==> src/rtl/rot_pkg.sv <==
// Shared widths and requester ID encodings for the rotate arbiter slice.
package rot_pkg;

  localparam int unsigned ROT_DATA_W = 8;
  localparam int unsigned ROT_AMT_W  = 3;

  localparam logic REQ_ID0 = 1'b0;
  localparam logic REQ_ID1 = 1'b1;

  typedef logic [ROT_DATA_W-1:0] rot_data_t;
  typedef logic [ROT_AMT_W-1:0]  rot_amt_t;

endpackage

==> src/rtl/rotate_arbiter_if.sv <==
// Request and result handshakes between two producers, the arbiter and one consumer.
interface rotate_arbiter_if;
  import rot_pkg::*;

  logic      req0_valid;
  rot_data_t req0_data;
  rot_amt_t  req0_amt;
  logic      req0_ready;

  logic      req1_valid;
  rot_data_t req1_data;
  rot_amt_t  req1_amt;
  logic      req1_ready;

  logic      out_valid;
  rot_data_t out_data;
  logic      out_id;
  logic      out_ready;

  // Producers and consumer side.
  modport master (
    output req0_valid, req0_data, req0_amt,
    input  req0_ready,
    output req1_valid, req1_data, req1_amt,
    input  req1_ready,
    input  out_valid, out_data, out_id,
    output out_ready
  );

  // Arbiter side.
  modport slave (
    input  req0_valid, req0_data, req0_amt,
    output req0_ready,
    input  req1_valid, req1_data, req1_amt,
    output req1_ready,
    output out_valid, out_data, out_id,
    input  out_ready
  );

endinterface

==> src/rtl/barrel_shifter_stage.sv <==
// Combinational 8-bit rotate-right, three log stages (1, 2, 4 positions).
module barrel_shifter_stage
  import rot_pkg::*;
(
  input  rot_data_t data_i,
  input  rot_amt_t  amt_i,
  output rot_data_t data_o
);

  rot_data_t stage1;
  rot_data_t stage2;

  assign stage1 = amt_i[0] ? {data_i[0],   data_i[ROT_DATA_W-1:1]} : data_i;
  assign stage2 = amt_i[1] ? {stage1[1:0], stage1[ROT_DATA_W-1:2]} : stage1;
  assign data_o = amt_i[2] ? {stage2[3:0], stage2[ROT_DATA_W-1:4]} : stage2;

endmodule

==> src/rtl/rotate_arbiter.sv <==
// Two-requester arbiter sharing one rotate-right datapath, with a registered
// tagged result and saturating per-requester grant counters.
module rotate_arbiter
  import rot_pkg::*;
#(
  parameter int unsigned DATA_W = 8,
  parameter int unsigned AMT_W  = 3,
  parameter int unsigned CNT_W  = 16,
  parameter bit          RR_EN  = 1'b1
) (
  input  logic              clk,
  input  logic              rst_n,
  rotate_arbiter_if.slave   bus,
  input  logic              cnt_clr,
  output logic [CNT_W-1:0]  gnt_cnt0,
  output logic [CNT_W-1:0]  gnt_cnt1
);

  logic              slot_free;
  logic              gnt0;
  logic              gnt1;
  logic              ready0;
  logic              ready1;
  logic              accept;
  logic              sel_id;
  logic [DATA_W-1:0] op_data;
  logic [AMT_W-1:0]  op_amt;
  rot_data_t         rot_data;

  logic              out_valid_q;
  rot_data_t         out_data_q;
  logic              out_id_q;
  logic              last_grant_q;

  logic [CNT_W-1:0]  gnt_cnt0_d, gnt_cnt0_q;
  logic [CNT_W-1:0]  gnt_cnt1_d, gnt_cnt1_q;

  // Arbitration: a lone requester always wins; contention goes to the
  // requester that did not win last (or to requester 0 in fixed priority).
  always_comb begin
    slot_free = !out_valid_q || bus.out_ready;
    if (bus.req0_valid && bus.req1_valid) begin
      gnt1 = RR_EN ? (last_grant_q == REQ_ID0) : 1'b0;
    end else begin
      gnt1 = bus.req1_valid;
    end
    gnt0    = bus.req0_valid && !gnt1;
    ready0  = gnt0 && slot_free;
    ready1  = gnt1 && slot_free;
    accept  = ready0 || ready1;
    sel_id  = gnt1 ? REQ_ID1 : REQ_ID0;
    op_data = gnt1 ? bus.req1_data : bus.req0_data;
    op_amt  = gnt1 ? bus.req1_amt  : bus.req0_amt;
  end

  assign bus.req0_ready = ready0;
  assign bus.req1_ready = ready1;

  barrel_shifter_stage u_rot (
    .data_i (op_data),
    .amt_i  (op_amt),
    .data_o (rot_data)
  );

  // Result register; an accept in a draining cycle replaces the old result.
  always_ff @(posedge clk or negedge rst_n) begin
    if (!rst_n) begin
      out_valid_q  <= 1'b0;
      out_data_q   <= '0;
      out_id_q     <= REQ_ID0;
      last_grant_q <= REQ_ID1;
    end else if (accept) begin
      out_valid_q  <= 1'b1;
      out_data_q   <= rot_data;
      out_id_q     <= sel_id;
      last_grant_q <= sel_id;
    end else if (bus.out_ready) begin
      out_valid_q  <= 1'b0;
    end
  end

  assign bus.out_valid = out_valid_q;
  assign bus.out_data  = out_data_q;
  assign bus.out_id    = out_id_q;

  // Grant counters saturate; clear beats a same-cycle increment.
  always_comb begin
    gnt_cnt0_d = gnt_cnt0_q;
    gnt_cnt1_d = gnt_cnt1_q;
    if (cnt_clr) begin
      gnt_cnt0_d = '0;
      gnt_cnt1_d = '0;
    end else if (accept) begin
      if (sel_id == REQ_ID0) begin
        if (gnt_cnt0_q != '1) gnt_cnt0_d = gnt_cnt0_q + CNT_W'(1);
      end else begin
        if (gnt_cnt1_q != '1) gnt_cnt1_d = gnt_cnt1_q + CNT_W'(1);
      end
    end
  end

  always_ff @(posedge clk or negedge rst_n) begin
    if (!rst_n) begin
      gnt_cnt0_q <= '0;
      gnt_cnt1_q <= '0;
    end else begin
      gnt_cnt0_q <= gnt_cnt0_d;
      gnt_cnt1_q <= gnt_cnt1_d;
    end
  end

  assign gnt_cnt0 = gnt_cnt0_q;
  assign gnt_cnt1 = gnt_cnt1_q;

endmodule

==> src/flat_wrapper.sv <==
// flat-port wrapper written by rule: the top's interface ports become plain ports
module rotate_arbiter_flat import rot_pkg::*;
#(
  parameter int unsigned DATA_W = 8,
  parameter int unsigned AMT_W  = 3,
  parameter int unsigned CNT_W  = 16,
  parameter bit          RR_EN  = 1'b1
)
  (clk, rst_n, cnt_clr, gnt_cnt0, gnt_cnt1, bus_req0_valid, bus_req0_data, bus_req0_amt, bus_req0_ready, bus_req1_valid, bus_req1_data, bus_req1_amt, bus_req1_ready, bus_out_valid, bus_out_data, bus_out_id, bus_out_ready);
  rotate_arbiter_if bus_i ();
  input  logic clk;
  input  logic rst_n;
  input  logic cnt_clr;
  output logic [CNT_W-1:0] gnt_cnt0;
  output logic [CNT_W-1:0] gnt_cnt1;
  input wire logic [$bits(bus_i.req0_valid)-1:0] bus_req0_valid;
  input wire logic [$bits(bus_i.req0_data)-1:0] bus_req0_data;
  input wire logic [$bits(bus_i.req0_amt)-1:0] bus_req0_amt;
  output wire logic [$bits(bus_i.req0_ready)-1:0] bus_req0_ready;
  input wire logic [$bits(bus_i.req1_valid)-1:0] bus_req1_valid;
  input wire logic [$bits(bus_i.req1_data)-1:0] bus_req1_data;
  input wire logic [$bits(bus_i.req1_amt)-1:0] bus_req1_amt;
  output wire logic [$bits(bus_i.req1_ready)-1:0] bus_req1_ready;
  output wire logic [$bits(bus_i.out_valid)-1:0] bus_out_valid;
  output wire logic [$bits(bus_i.out_data)-1:0] bus_out_data;
  output wire logic [$bits(bus_i.out_id)-1:0] bus_out_id;
  input wire logic [$bits(bus_i.out_ready)-1:0] bus_out_ready;
  assign bus_i.req0_valid = bus_req0_valid;
  assign bus_i.req0_data = bus_req0_data;
  assign bus_i.req0_amt = bus_req0_amt;
  assign bus_req0_ready = bus_i.req0_ready;
  assign bus_i.req1_valid = bus_req1_valid;
  assign bus_i.req1_data = bus_req1_data;
  assign bus_i.req1_amt = bus_req1_amt;
  assign bus_req1_ready = bus_i.req1_ready;
  assign bus_out_valid = bus_i.out_valid;
  assign bus_out_data = bus_i.out_data;
  assign bus_out_id = bus_i.out_id;
  assign bus_i.out_ready = bus_out_ready;
  rotate_arbiter #(.DATA_W(DATA_W), .AMT_W(AMT_W), .CNT_W(CNT_W), .RR_EN(RR_EN)) u_core (.clk(clk), .rst_n(rst_n), .bus(bus_i), .cnt_clr(cnt_clr), .gnt_cnt0(gnt_cnt0), .gnt_cnt1(gnt_cnt1));
endmodule
==> config.mk <==
export PLATFORM = sky130hd
export DESIGN_NAME = rotate_arbiter_flat
export DESIGN_NICKNAME = d
export VERILOG_FILES = /design/src/rtl/rot_pkg.sv /design/src/rtl/rotate_arbiter_if.sv /design/src/rtl/barrel_shifter_stage.sv /design/src/rtl/rotate_arbiter.sv /design/src/flat_wrapper.sv
export SDC_FILE = /design/constraint.sdc
export NUM_CORES = 1
export LEC_CHECK = 0
export ABC_AREA = 0
export BUFFER_PORTS_ARGS = -buffer_cell sky130_fd_sc_hd__buf_2
export CAP_MARGIN = 20
export CELL_PAD_IN_SITES_DETAIL_PLACEMENT = 0
export CELL_PAD_IN_SITES_GLOBAL_PLACEMENT = 1
export CORE_MARGIN = 2
export CORE_UTILIZATION = 38
export CTS_BUF_LIST = sky130_fd_sc_hd__clkbuf_2
export DETAILED_ROUTE_END_ITERATION = 8
export HOLD_SLACK_MARGIN = 0.02
export PLACE_DENSITY_LB_ADDON = 0.1
export SYNTH_ARGS = -nofsm -noshare
export SYNTH_HDL_FRONTEND = slang
export SYNTH_SLANG_ARGS = --single-unit
==> constraint.sdc <==
create_clock -name clk -period 1.82 [get_ports clk]
set_input_delay 0.182 -clock clk [delete_from_list [all_inputs] [get_ports clk]]
set_output_delay 0.182 -clock clk [all_outputs]
set_load 0.01 [all_outputs]
; Word level (Yosys, flattened, before mapping)
; Cells that the tools add are included.
[classes]
n_addsub = 2
mux = 17
bitwise_logic = 1
n_reduce_logical = 15
n_eq_ne = 3
[op_table]
columns = operator, n
row1 = 16-bit two-way mux, 8
row2 = 16-bit by 1-bit adder with 16-bit output (second input constant), 2
row3 = 8-bit two-way mux, 4
row4 = 16-bit inequality test (second input constant), 2
row5 = 2-bit nonzero test, 5
row6 = 3-bit AND reduction, 2
row7 = 1-bit logical AND, 4
row8 = 1-bit two-way mux, 4
row9 = 3-bit two-way mux, 1
row10 = 1-bit logical NOT, 2
row11 = 1-bit logical OR, 2
row12 = 2-bit inequality test (second input constant), 1
row13 = 1-bit NOT, 1
[word_totals]
out_inout_bits = 44
word_cells = 44
ff_bits = 43
in_bits = 28

; Longest topological paths before layout
; Gate-level depths: netlist of run 1.
[logic_depth]
word_depth = 8
ltp_mapped = 7
ltp_nobuf = 6

; By module
; A second synthesis of run 1 with hierarchy kept.
[hier_totals]
cells_unflattened = 250
hier_area_um2 = 2603.7
[by_module_without_submodules]
columns = module, cells_each, area_per_inst_um2, seq_area_each_um2, n_inst
row1 = rotate_arbiter, 231, 2277.2, 1077.3, 1
row2 = barrel_shifter_stage, 19, 326.6, 0.0, 1

; Worst setup path after synthesis of run 1
; No wires, ideal clock.
[synth_timing]
path_kind = register to register
startpoint = reg u_core.gnt_cnt1_q[0], in the netlist u_core.gnt_cnt1[0]
endpoint = reg u_core.gnt_cnt1_q[13], in the netlist u_core.gnt_cnt1[13]
setup_ps = 132
n_path_buf = 0
arrival_ps = 1691
slack_ps = -3
path_stages_with_launch = 7
period_less_slack_ps = 1823
required_ps = 1688
cell_sequence = dfrtp_1 > ha_1 > and3_1 > and2_1 > a2111oi_0 > xnor2_1 > nor2_1
[synth_via]
elab_chain_len = 5
word_cells_on_any_way = 8
classes_between = add/sub: 1 / eq/ne: 1 / mux: 4 / reduce/logical: 2
[synth_rtl]
columns = item, line_no
row1 = start: declaration, rotate_arbiter.sv:36  ; logic [CNT_W-1:0] gnt_cnt1_d, gnt_cnt1_q;
row2 = start signal: assignment, rotate_arbiter.sv:108  ; gnt_cnt1_q <= gnt_cnt1_d;
row3 = 16-bit by 1-bit adder with 16-bit output, rotate_arbiter.sv:97  ; if (gnt_cnt1_q != '1) gnt_cnt1_d = gnt_cnt1_q + CNT_W'(1);
row4 = 16-bit two-way mux, rotate_arbiter.sv:97
row5 = 16-bit two-way mux, rotate_arbiter.sv:94  ; if (sel_id == REQ_ID0) begin
row6 = 16-bit two-way mux, rotate_arbiter.sv:93  ; end else if (accept) begin
row7 = 16-bit two-way mux, rotate_arbiter.sv:90  ; if (cnt_clr) begin
; Parallel ways exist; a longest one is shown, timed or not. The select of a mux whose other input is x is not followed.
; A chain may end at the register's enable or synchronous reset.

; Worst setup path after layout of run 1
[layout_timing]
startpoint = reg u_core.last_grant_q
endpoint = reg u_core.gnt_cnt0_q[14], in the netlist u_core.gnt_cnt0[14]
[layout_via]
elab_chain_len = 8
word_cells_on_any_way = 11
classes_between = eq/ne: 1 / mux: 2 / bitwise: 1 / reduce/logical: 7
[layout_rtl]
columns = item, line_no
row1 = start: declaration, rotate_arbiter.sv:33  ; logic last_grant_q;
row2 = start signal: assignment, rotate_arbiter.sv:76  ; last_grant_q <= sel_id;
row3 = 1-bit NOT (*), rotate_arbiter.sv:43  ; gnt1 = RR_EN ? (last_grant_q == REQ_ID0) : 1'b0;
row4 = 1-bit two-way mux (*), rotate_arbiter.sv:42  ; if (bus.req0_valid && bus.req1_valid) begin
row5 = 1-bit logical NOT, rotate_arbiter.sv:47  ; gnt0 = bus.req0_valid && !gnt1;
row6 = 1-bit logical AND, rotate_arbiter.sv:47
row7 = 1-bit logical AND, rotate_arbiter.sv:48  ; ready0 = gnt0 && slot_free;
row8 = 1-bit logical OR, rotate_arbiter.sv:50  ; accept = ready0 || ready1;
row9 = 2-bit nonzero test (no line), --
row10 = 3-bit AND reduction (no line) (*), --
row11 = end signal: assignment, rotate_arbiter.sv:107  ; gnt_cnt0_q <= gnt_cnt0_d;
row12 = end: declaration, rotate_arbiter.sv:35  ; logic [CNT_W-1:0] gnt_cnt0_d, gnt_cnt0_q;
; Mark *: on every way between the ends. The rest lies on a longest branch, timed or not.

==> results of run 1 <==
[kinds of logic (layout without fill, tap and decap cells)]
logic type | Yosys count | in the layout | share of synthesized area, %
AOI/OAI and AO/OA | 39 | 39 | 11.4
muxes | 35 | 35 | 17.5
adders and majority gates | 2 | 2 | 0.909
and+or+nand+nor | 104 | 104 | 19.5
DFF | 43 | 43 | 39.1
xor gates and xnor gates | 26 | 26 | 8.27
buffers and inverters | 18 | 125 | 3.23
[critical path, cell delays in order, from the launching register on]
cell      delay [ps]
dfstp_2          620
nand2b_4         150
nand3_2           90
nor4_1           280
buf_4            170
nand3_1           80
mux2_1           310
[worst max-delay path by stage]
stage	slack, ps	cells past startpoint	startpoint	to
2_1_floorplan	20	5	u_core.last_grant_q	u_core.gnt_cnt0[14]
3_3_place_gp	40	6	u_core.last_grant_q	u_core.gnt_cnt0[14]
3_5_place_dp	50	6	u_core.last_grant_q	u_core.gnt_cnt0[14]
4_1_cts	30	5	u_core.last_grant_q	bus_req0_ready
5_1_grt	-30	5	u_core.gnt_cnt1[4]	u_core.gnt_cnt1[5]
6_report	50	6	u_core.last_grant_q	u_core.gnt_cnt0[14]
[per-stage QoR]
stage / TNS [ps] / setup WS, ps
CTS: 0 / 31.9
detailed placement: 0 / 45.6
floorplan: 0 / 17.8
finish: 0 / 53.1
global route: -76.7 / -27.1
global placement: 0 / 41.5
[Yosys cell counts, types with 6 or more instances]
cell      number
dfrtp_1       42
nor2_1        34
nand2_1       25
xnor2_1       21
mux2i_1       19
mux4_2        10
a21oi_1        7
clkbuf_1       7
nand3_1        7
nand4_1        7
a211oi_1       6
and3_1         6
[flip-flops by register name, indices dropped and copies added (netlist names)]
name                  count
u_core.bus.out_valid      1
u_core.gnt_cnt0          16
u_core.bus.out_data       8
u_core.gnt_cnt1          16
u_core.last_grant_q       1
u_core.bus.out_id         1
[metal layers]
layer / global-route usage, % / share of wire [%]
met1: 25.7 / 49
met2: 29.2 / 45
met3: 3.51 / 4.4
met4: 5.29 / 1.4
met5: 0 / 0
[final cells by class]
type | instances | area [sq um]
clock inverter | 1 | 5.00
multi-input combinational | 206 | 1630
fill | 697 | 3540
sequential | 43 | 1080
clock buffer | 7 | 35.0
tap | 99 | 124
timing repair buffer | 113 | 704
inverter | 4 | 15.0
[report_power, final]
| part | leakage, nW | internal, mW | total [mW] | switching, mW |
|---|---|---|---|---|
| combinational | 1.10 | 0.258 | 0.533 | 0.275 |
| sequential | 0.574 | 1.03 | 1.07 | 0.0446 |
| clock | 0.0330 | 0.105 | 0.426 | 0.322 |
[repair_timing]
action	in CTS	in global routing
endpoints found under the hold margin	19	0
resized for setup	3	9
setup endpoints to repair	2	17
pin swaps	0	3
setup buffers	0	1
hold buffers	2	0
==> run metrics, run 1 <==
async set-reset flop share out of synthesis 100%; r2r startpoint u_core.last_grant_q; worst hold margin 166 ps; Syn. warnings 0; Setup crit end kind flop; status finished, final reports clean; DP Area 0.00348 sq mm; WHS Path Cells 2; CTS Buffer Depth 2; Num CTS Buffers 5; clk sinks 43; Fin. Hold Viols 0; worst setup path class reg -> reg; worst hold endpoint u_core.gnt_cnt1[1]; Syn Inst Count 267; layout cell share with drive strength beyond 1 41.7%; Peak Freq 566 MHz; Nets 403; Synth Cell Area 0.00275 sq mm; initial antenna violation count 0; core box area 0.00714 sq mm; reg2reg end u_core.gnt_cnt0[14]; P per Cell Area 565 mW/mm^2; CP startpoint kind flop; chip height 89.1 um; largest net degree at the start of global routing 26; final wirelength 6970 um; RSZ-0062 raised after global routing yes; synthesized flop and latch total 43; drt drc 0; Overflow after GRT 0; synth top area cells dfrtp_1 (38%), mux4_2 (8.2%), mux2i_1 (6.9%), xnor2_1 (6.7%), nor2_1 (4.6%); detailed-route via count 2432; Site Rows 31; required time of the critical path 2130 ps; Placed Cells 462; DIE AREA 0.00794 sq mm; final design area excluding fillers 0.00359 sq mm; Seq/Total Area, Yosys 39.1%; router iterations before antenna repair 4; Max-Cap Viols 0; Tmin final 1770 ps; first-pass GRT wire length 11400 um; Worst Skew 32.9 ps; CTS root buf clkbuf_2; RePlAce Congestion 0.797; Mean Syn Cell Area 10.3 sq um; num ports 72; # diodes 0; Reg clk slew, reported paths 240 ps; most frequent cells in the layout buf_2 (71), dfrtp_1 (42), buf_4 (37); Reg2Reg Depth 6; TritonCTS clock tree built; Layout area overhead 30.5%; EDFF count, synth 0; Final setup viols 0; Max VDD drop 0.000323 V; prevailing post-synth register cell dfrtp_1; worst skew pair latency 420 ps; vias in the first global route 2365; fin. max-slew vios 0; Max FO, Critical Path 4; hold path startpoint cnt_clr; Post-Route Utilization 50.4%; Global Route Usage Sum 18.4%; Die W 89.1 um; Yosys top cell area share 38.2%; Hold Path Class in -> reg; HPWL Detailed 5360 um; Starting Density 38.6%; Final Cycle Share 97.1%; Post-Syn Nets 297; average wire per standard cell 14.7 um; antenna-violating nets left 0; Design Power 2.03 mW; # H-tree levels 2; slew of the pin with the lowest slew margin 484 ps; drt initial violations 45; PortBufs 71; Pleak 1.71 nW; vias per cell 5.14; r2r setup slk 50 ps; post-synth cell types 48; relative max-transition margin 67.7%; crit path DAT 2080 ps; cell type with the largest total area after synthesis dfrtp_1; Finished Layout Cells 473; commonest non-fill, non-tap cell in the layout buf_2
Note: power is estimated with default switching activity, not from simulation.
==> run 2: changes to the inputs <==
Settings changed: PLACE_DENSITY set to 0.82, PLACE_DENSITY_LB_ADDON 0.1 to not set.
==> run 2 against run 1 <==
Compared with the run above: sequential power barely moved; largest cell class unchanged; critical path depth is 1 lower; sequential cell count unchanged; wire length decreased by 6.8%.
==> run metrics, run 2 (same netlist as run 1, synthesis figures left out) <==
Clock power frac 29.7% (+8.7 points); RePlAce Congestion 0.837 (+5.0%); Fin. Hold Viols 0 (unchanged); core box area 0.00714 sq mm (unchanged); Site Rows 31 (unchanged); TritonCTS clock tree built; Final Cycle Share 98.5% (+1.4 points); WHS Path Cells 2 (unchanged); worst hold margin 134 ps (-31.9 ps); antenna-violating nets left 0 (unchanged); Num CTS Buffers 5 (unchanged); setup slack after layout 27.2 ps (-25.9 ps); Sw Share 27.6% (-4.0 points); DP Worst Slack -53.6 ps (-99.2 ps); Reg area 0.00108 sq mm (unchanged); CP startpoint kind flop; vias in the first global route 2259 (-4.5%); PortBufs 71 (unchanged); RSZ-0062 raised after global routing yes; router iterations before antenna repair 4 (unchanged); Global Route Usage Sum 16.5% (-1.9 points); drt initial violations 79 (+76%); detailed-route via count 2423 (-0.37%); Design Power 2.31 mW (+14%); HPWL Detailed 4900 um (-8.6%); Reg2Reg Depth 5 (-1); Starting Density 38.6% (unchanged); # diodes 0 (unchanged); share of power burned in registers 46.4% (-6.4 points); Layout area overhead 32.2%; final wirelength 6490 um (-6.8%); Overflow after GRT 0 (unchanged); first-pass GRT wire length 10300 um (-9.1%); drt drc 0 (unchanged); CTS root buf clkbuf_2; Max FO, Critical Path 8 (+4); Tmin final 1790 ps (+25.9 ps); vias per cell 5.14 (about the same); Post-Route Utilization 51.0% (+0.65 points); Max-Cap Viols 0 (unchanged); most frequent cells in the layout buf_2 (70), dfrtp_1 (42), buf_4 (37); Reg clk slew, reported paths 220 ps (-20 ps); layout cell share with drive strength beyond 1 41.1% (-0.58 points); Pleak 1.71 nW (+0.11%); Comb pwr share 23.8% (-2.4 points); # H-tree levels 2 (unchanged); Setup crit end kind flop; P per Cell Area 635 mW/mm^2 (+12%); cell internal pwr 1.67 mW (+20%); Max VDD drop 0.000290 V (-10%); relative max-transition margin 63.4% (-4.3 points); num ports 72 (unchanged); Worst Skew 17.5 ps (-15.4 ps); area of the multi-input gates 0.00166 sq mm (+1.8%); largest net degree at the start of global routing 44 (+69%); initial antenna violation count 0 (unchanged); clk sinks 43 (unchanged); crit path DAT 2110 ps (+30 ps); Fill cells 696 (-0.14%); Peak Freq 558 MHz (-1.4%); Die W 89.1 um (unchanged); Nets 401 (-0.50%); CTS Buffer Depth 2 (unchanged); DIE AREA 0.00794 sq mm (unchanged); Final setup viols 0 (unchanged); Hold Path Class in -> reg; slew of the pin with the lowest slew margin 549 ps (+65.2 ps); worst skew pair latency 410 ps (about the same); average wire per standard cell 13.8 um (-6.4%); commonest non-fill, non-tap cell in the layout buf_2; worst setup path class reg -> reg; required time of the critical path 2140 ps (about the same); chip height 89.1 um (unchanged); status finished, final reports clean; fin. max-slew vios 0 (unchanged); NetSw 0.639 mW (-0.48%)
run 2: cell types whose count changed in the layout (fill, tap and decap cells not counted), sizes merged:
cell / previous run / this run
buf: 111 / 109
bufinv: 0 / 2
clkbuf: 7 / 6
clkinv: 1 / 0
run 2: timing repair:
| item | 4_1_cts | 5_1_grt |
|---|---|---|
| pin swaps | 0 | 10 |
| gates resized for setup | 4 | 13 |
| endpoints found under the hold margin | 43 | 0 |
| endpoints found under the setup margin | 3 | 13 |
| hold buffers | 2 | 0 |
| buffers inserted | 1 | 4 |
run 2: path summary, 6_finish.rpt:
kind	startpoint	endpoint	slack [ps]
max reg2reg	u_core.gnt_cnt1[6]	u_core.gnt_cnt1[7]	30
max in group asynchronous	rst_n	u_core.last_grant_q	1080
max	u_core.gnt_cnt1[6]	u_core.gnt_cnt1[7]	30
min	cnt_clr	u_core.gnt_cnt0[15]	130
min in group asynchronous	rst_n	u_core.gnt_cnt1[12]	340
min reg2reg	u_core.bus.out_id	u_core.bus.out_id	500
run 2: area by class of cell:
class                           instances  share of cell area [%]
Multi-Input combinational cell        206                    45.7
Inverter                                4                   0.413
Timing Repair Buffer                  111                    18.4
Tap cell                               99                    3.40
Sequential cell                        43                    29.6
Clock inverter                          2                    1.65
Clock buffer                            6                   0.825
run 2: per-stage QoR:
| stage | setup TNS (ps) | std cells | cell area, sq um |
|---|---|---|---|
| 2_1_floorplan | 0 | 267 | 2760 |
| 3_3_place_gp | 0 | 456 | 3410 |
| 6_report | 0 | 471 | 3640 |
| 5_1_grt | -487 | 471 | 3640 |
| 3_5_place_dp | -53.6 | 456 | 3410 |
| 4_1_cts | 0 | 467 | 3540 |
run 2: layer usage:
metal	global-route usage, %	wire length [um]	vias to the layer above
met2	28.1	3240	54
li1	-	-	1186
met1	21.5	2930	1179
met5	0	0	-
met3	3.42	264	4
met4	4.34	59	0
run 2: power groups by stage:
| stage | Sequential, mW | Clock, mW | Combinational, mW |
|---|---|---|---|
| floorplan | 1.12 | 0 | 0.271 |
| global placement | 1.09 | 0 | 0.491 |
| detailed placement | 1.09 | 0 | 0.505 |
| CTS | 1.07 | 0.708 | 0.525 |
| global route | 1.08 | 0.747 | 0.608 |
| finish | 1.07 | 0.687 | 0.551 |
run 2: worst max-delay path: stages, from the launching register on:
cell,delay [ps]
dfrtp_1,400
nand4_1,190
or4_4,660
o211ai_1,240
xor2_1,160
nor2_1,50
==> run 3: changes to the inputs <==
--- a/config.mk
+++ b/config.mk
@@ -17,3 +17,5 @@
 export HOLD_SLACK_MARGIN = 0.02
+export MAX_ROUTING_LAYER = met4
 export PLACE_DENSITY = 0.82
+export RECOVER_POWER = 100
 export SYNTH_ARGS = -nofsm -noshare
--- a/constraint.sdc
+++ b/constraint.sdc
@@ -3,2 +3,2 @@
 set_output_delay 0.182 -clock clk [all_outputs]
-set_load 0.01 [all_outputs]
+set_load 0.1 [all_outputs]
==> run 3 against run 2 <==
Compared with the run above: clock skew is 3.5 ps lower; non-clock buffer count is 6 lower; wire length is 10% higher; sequential power hardly changed; combinational power is 91% higher; largest power group unchanged.
==> run metrics, run 3 (same netlist as run 1, synthesis figures left out) <==
drt initial violations 72 (-8.9%); r2r startpoint u_core.gnt_cnt1[12]; setup slack after layout 3.52 ps (-23.7 ps); worst setup path class reg -> reg; Final Cycle Share 99.8% (+1.3 points); vias per cell 5.28 (+2.7%); Max FO, Critical Path 8 (unchanged); worst hold endpoint u_core.gnt_cnt0[11]; Overflow after GRT 0 (unchanged); Site Rows 31 (unchanged); Clock power frac 24.8% (-4.9 points); crit path DAT 2140 ps (+30 ps); Setup crit end kind flop; Pleak 1.62 nW (-5.5%); first-pass GRT wire length 11200 um (+8.4%); Fill cells 680 (-2.3%); Fin. Hold Viols 0 (unchanged); share of power burned in registers 38.4% (-8.0 points); Reg clk slew, reported paths 240 ps (+20 ps); DP Worst Slack 54.4 ps (+108 ps); layout cell share with drive strength beyond 1 53.0% (+12 points); critical path's largest stage delay 600 ps (-60 ps); r2r setup slk 4 ps (-20 ps); cell internal pwr 1.70 mW (+1.4%); Max VDD drop 0.000482 V (+66%); hold path startpoint cnt_clr; Comb pwr share 36.8% (+13 points); Worst Skew 14.0 ps (-3.46 ps); # H-tree levels 2 (unchanged); CP startpoint kind flop; Worst path slowest cell or4_4; status finished, final reports clean; worst skew pair latency 410 ps (about the same); Final setup viols 0 (unchanged); Starting Density 38.6% (unchanged); clk sinks 43 (unchanged); Global Route Usage Sum 18.6% (+2.1 points); CTS root buf clkbuf_2; Max-Cap Viols 0 (unchanged); Reg2Reg Depth 5 (unchanged); HPWL Detailed 5190 um (+5.9%); Hold Path Class in -> reg; Nets 395 (-1.5%); largest net degree at the start of global routing 29 (-34%); Die W 89.1 um (unchanged); CTS Buffer Depth 2 (unchanged); WHS Path Cells 2 (unchanged); average wire per standard cell 15.4 um (+12%); core box area 0.00714 sq mm (unchanged); critical path cell sequence nand4_4 > or4_4 > o211ai_1 > xor2_1 > nor2_1; num ports 72 (unchanged); required time of the critical path 2140 ps (about the same); PortBufs 71 (unchanged); Peak Freq 551 MHz (-1.3%); slew of the pin with the lowest slew margin 723 ps (+174 ps); P per Cell Area 742 mW/mm^2 (+17%); fin. max-slew vios 0 (unchanged); vias in the first global route 2338 (+3.5%); Tmin final 1820 ps (+23.7 ps); TritonCTS clock tree built; chip height 89.1 um (unchanged); router iterations before antenna repair 4 (unchanged); commonest non-fill, non-tap cell in the layout buf_2; # diodes 0 (unchanged); RePlAce Congestion 0.844 (+0.81%); drt drc 0 (unchanged); relative max-transition margin 51.8% (-12 points); detailed-route via count 2457 (+1.4%); Sw Share 40.4% (+13 points); DIE AREA 0.00794 sq mm (unchanged); NetSw 1.15 mW (+80%); Num CTS Buffers 5 (unchanged); RSZ-0062 raised after global routing yes; reg2reg end u_core.gnt_cnt1[2]; Layout area overhead 39.4%; initial antenna violation count 0 (unchanged); final wirelength 7170 um (+10%); antenna-violating nets left 0 (unchanged); Design Power 2.85 mW (+23%); most frequent cells in the layout buf_2 (53), nor2_1 (34), buf_4 (29)
## run 3: changes by cell type in the layout (fill, tap and decap cells not counted), moves of 3 or more
| cell | previous run | this run |
|---|---|---|
| dfrtp_4 | 0 | 24 |
| clkbuf_2 | 6 | 21 |
| a22oi_2 | 1 | 4 |
| a22oi_1 | 3 | 0 |
| buf_2 | 70 | 53 |
| a211oi_1 | 6 | 3 |
| buf_4 | 37 | 29 |
| dfrtp_1 | 42 | 9 |
| dfrtp_2 | 0 | 9 |
## run 3: how the worst max path moves through the flow
| stage | startpoint | endpoint | slack [ps] | cells past startpoint |
|---|---|---|---|---|
| finish | u_core.gnt_cnt1[12] | u_core.gnt_cnt1[2] | 4 | 5 |
| CTS | u_core.last_grant_q | bus_req0_ready | 6 | 4 |
| global route | u_core.gnt_cnt1[7] | u_core.gnt_cnt1[2] | -90 | 5 |
| global placement | u_core.gnt_cnt1[7] | u_core.gnt_cnt1[1] | 90 | 5 |
| floorplan | u_core.gnt_cnt1[4] | u_core.gnt_cnt1[5] | -150 | 6 |
| detailed placement | u_core.last_grant_q | u_core.gnt_cnt0[14] | 50 | 5 |
## run 3: final cells by class
type                       instances  area, sq um  share of cell area [%]
timing repair buffer             105          642                    16.7
inverter                           4         15.0                   0.391
tap                               99          124                    3.23
clock inverter                     3         67.6                    1.76
clock buffer                       5         25.0                   0.652
sequential                        43         1180                    30.7
multi-input combinational        206         1790                    46.6
## run 3: worst max-delay path, delay by kind of cell, from the launching register on
family	cells	cell delay [ps]
xor+xnor	1	180
simple gates	3	770
flops	1	500
compound gates	1	260
## run 3: layer usage
| layer | global-route usage (%) | wire [um] | up-vias |
|---|---|---|---|
| li1 | - | - | 1179 |
| met1 | 24.4 | 3180 | 1225 |
| met2 | 29.7 | 3700 | 49 |
| met3 | 3.51 | 228 | 4 |
| met4 | 5.02 | 59 | 0 |
| met5 | - | 0 | - |
## run 3: metrics by stage
stage / cell area, sq um / hold slack [ps] / util, % / std cells / TNS [ps]
after global routing: 3840 / 96.7 / 53.8 / 465 / -348
final: 3840 / 129 / 53.8 / 465 / 0
after CTS: 3700 / 96.5 / 51.8 / 454 / 0
after detailed placement: 3540 / 253 / 49.5 / 440 / 0
after floorplan: 2980 / -114 / - / 267 / -1240
after global placement: 3540 / 245 / 49.5 / 440 / 0
## run 3: power by group through the flow
stage                     Combinational (mW)  Sequential (mW)  Clock [mW]
final                                   1.05             1.09       0.706
after global routing                    1.10             1.10       0.764
after CTS                               1.02             1.09       0.731
after detailed placement               0.986             1.11           0
after global placement                 0.972             1.11           0
after floorplan                        0.315             1.55           0
## run 3: repair_timing
item / in CTS / in global routing
buffers inserted: 5 / 11
hold endpoints to repair: 26 / 0
pin swaps: 1 / 13
hold buffers: 2 / 0
endpoints found under the setup margin: 2 / 24
gates resized for setup: 5 / 14
cloned: 0 / 0
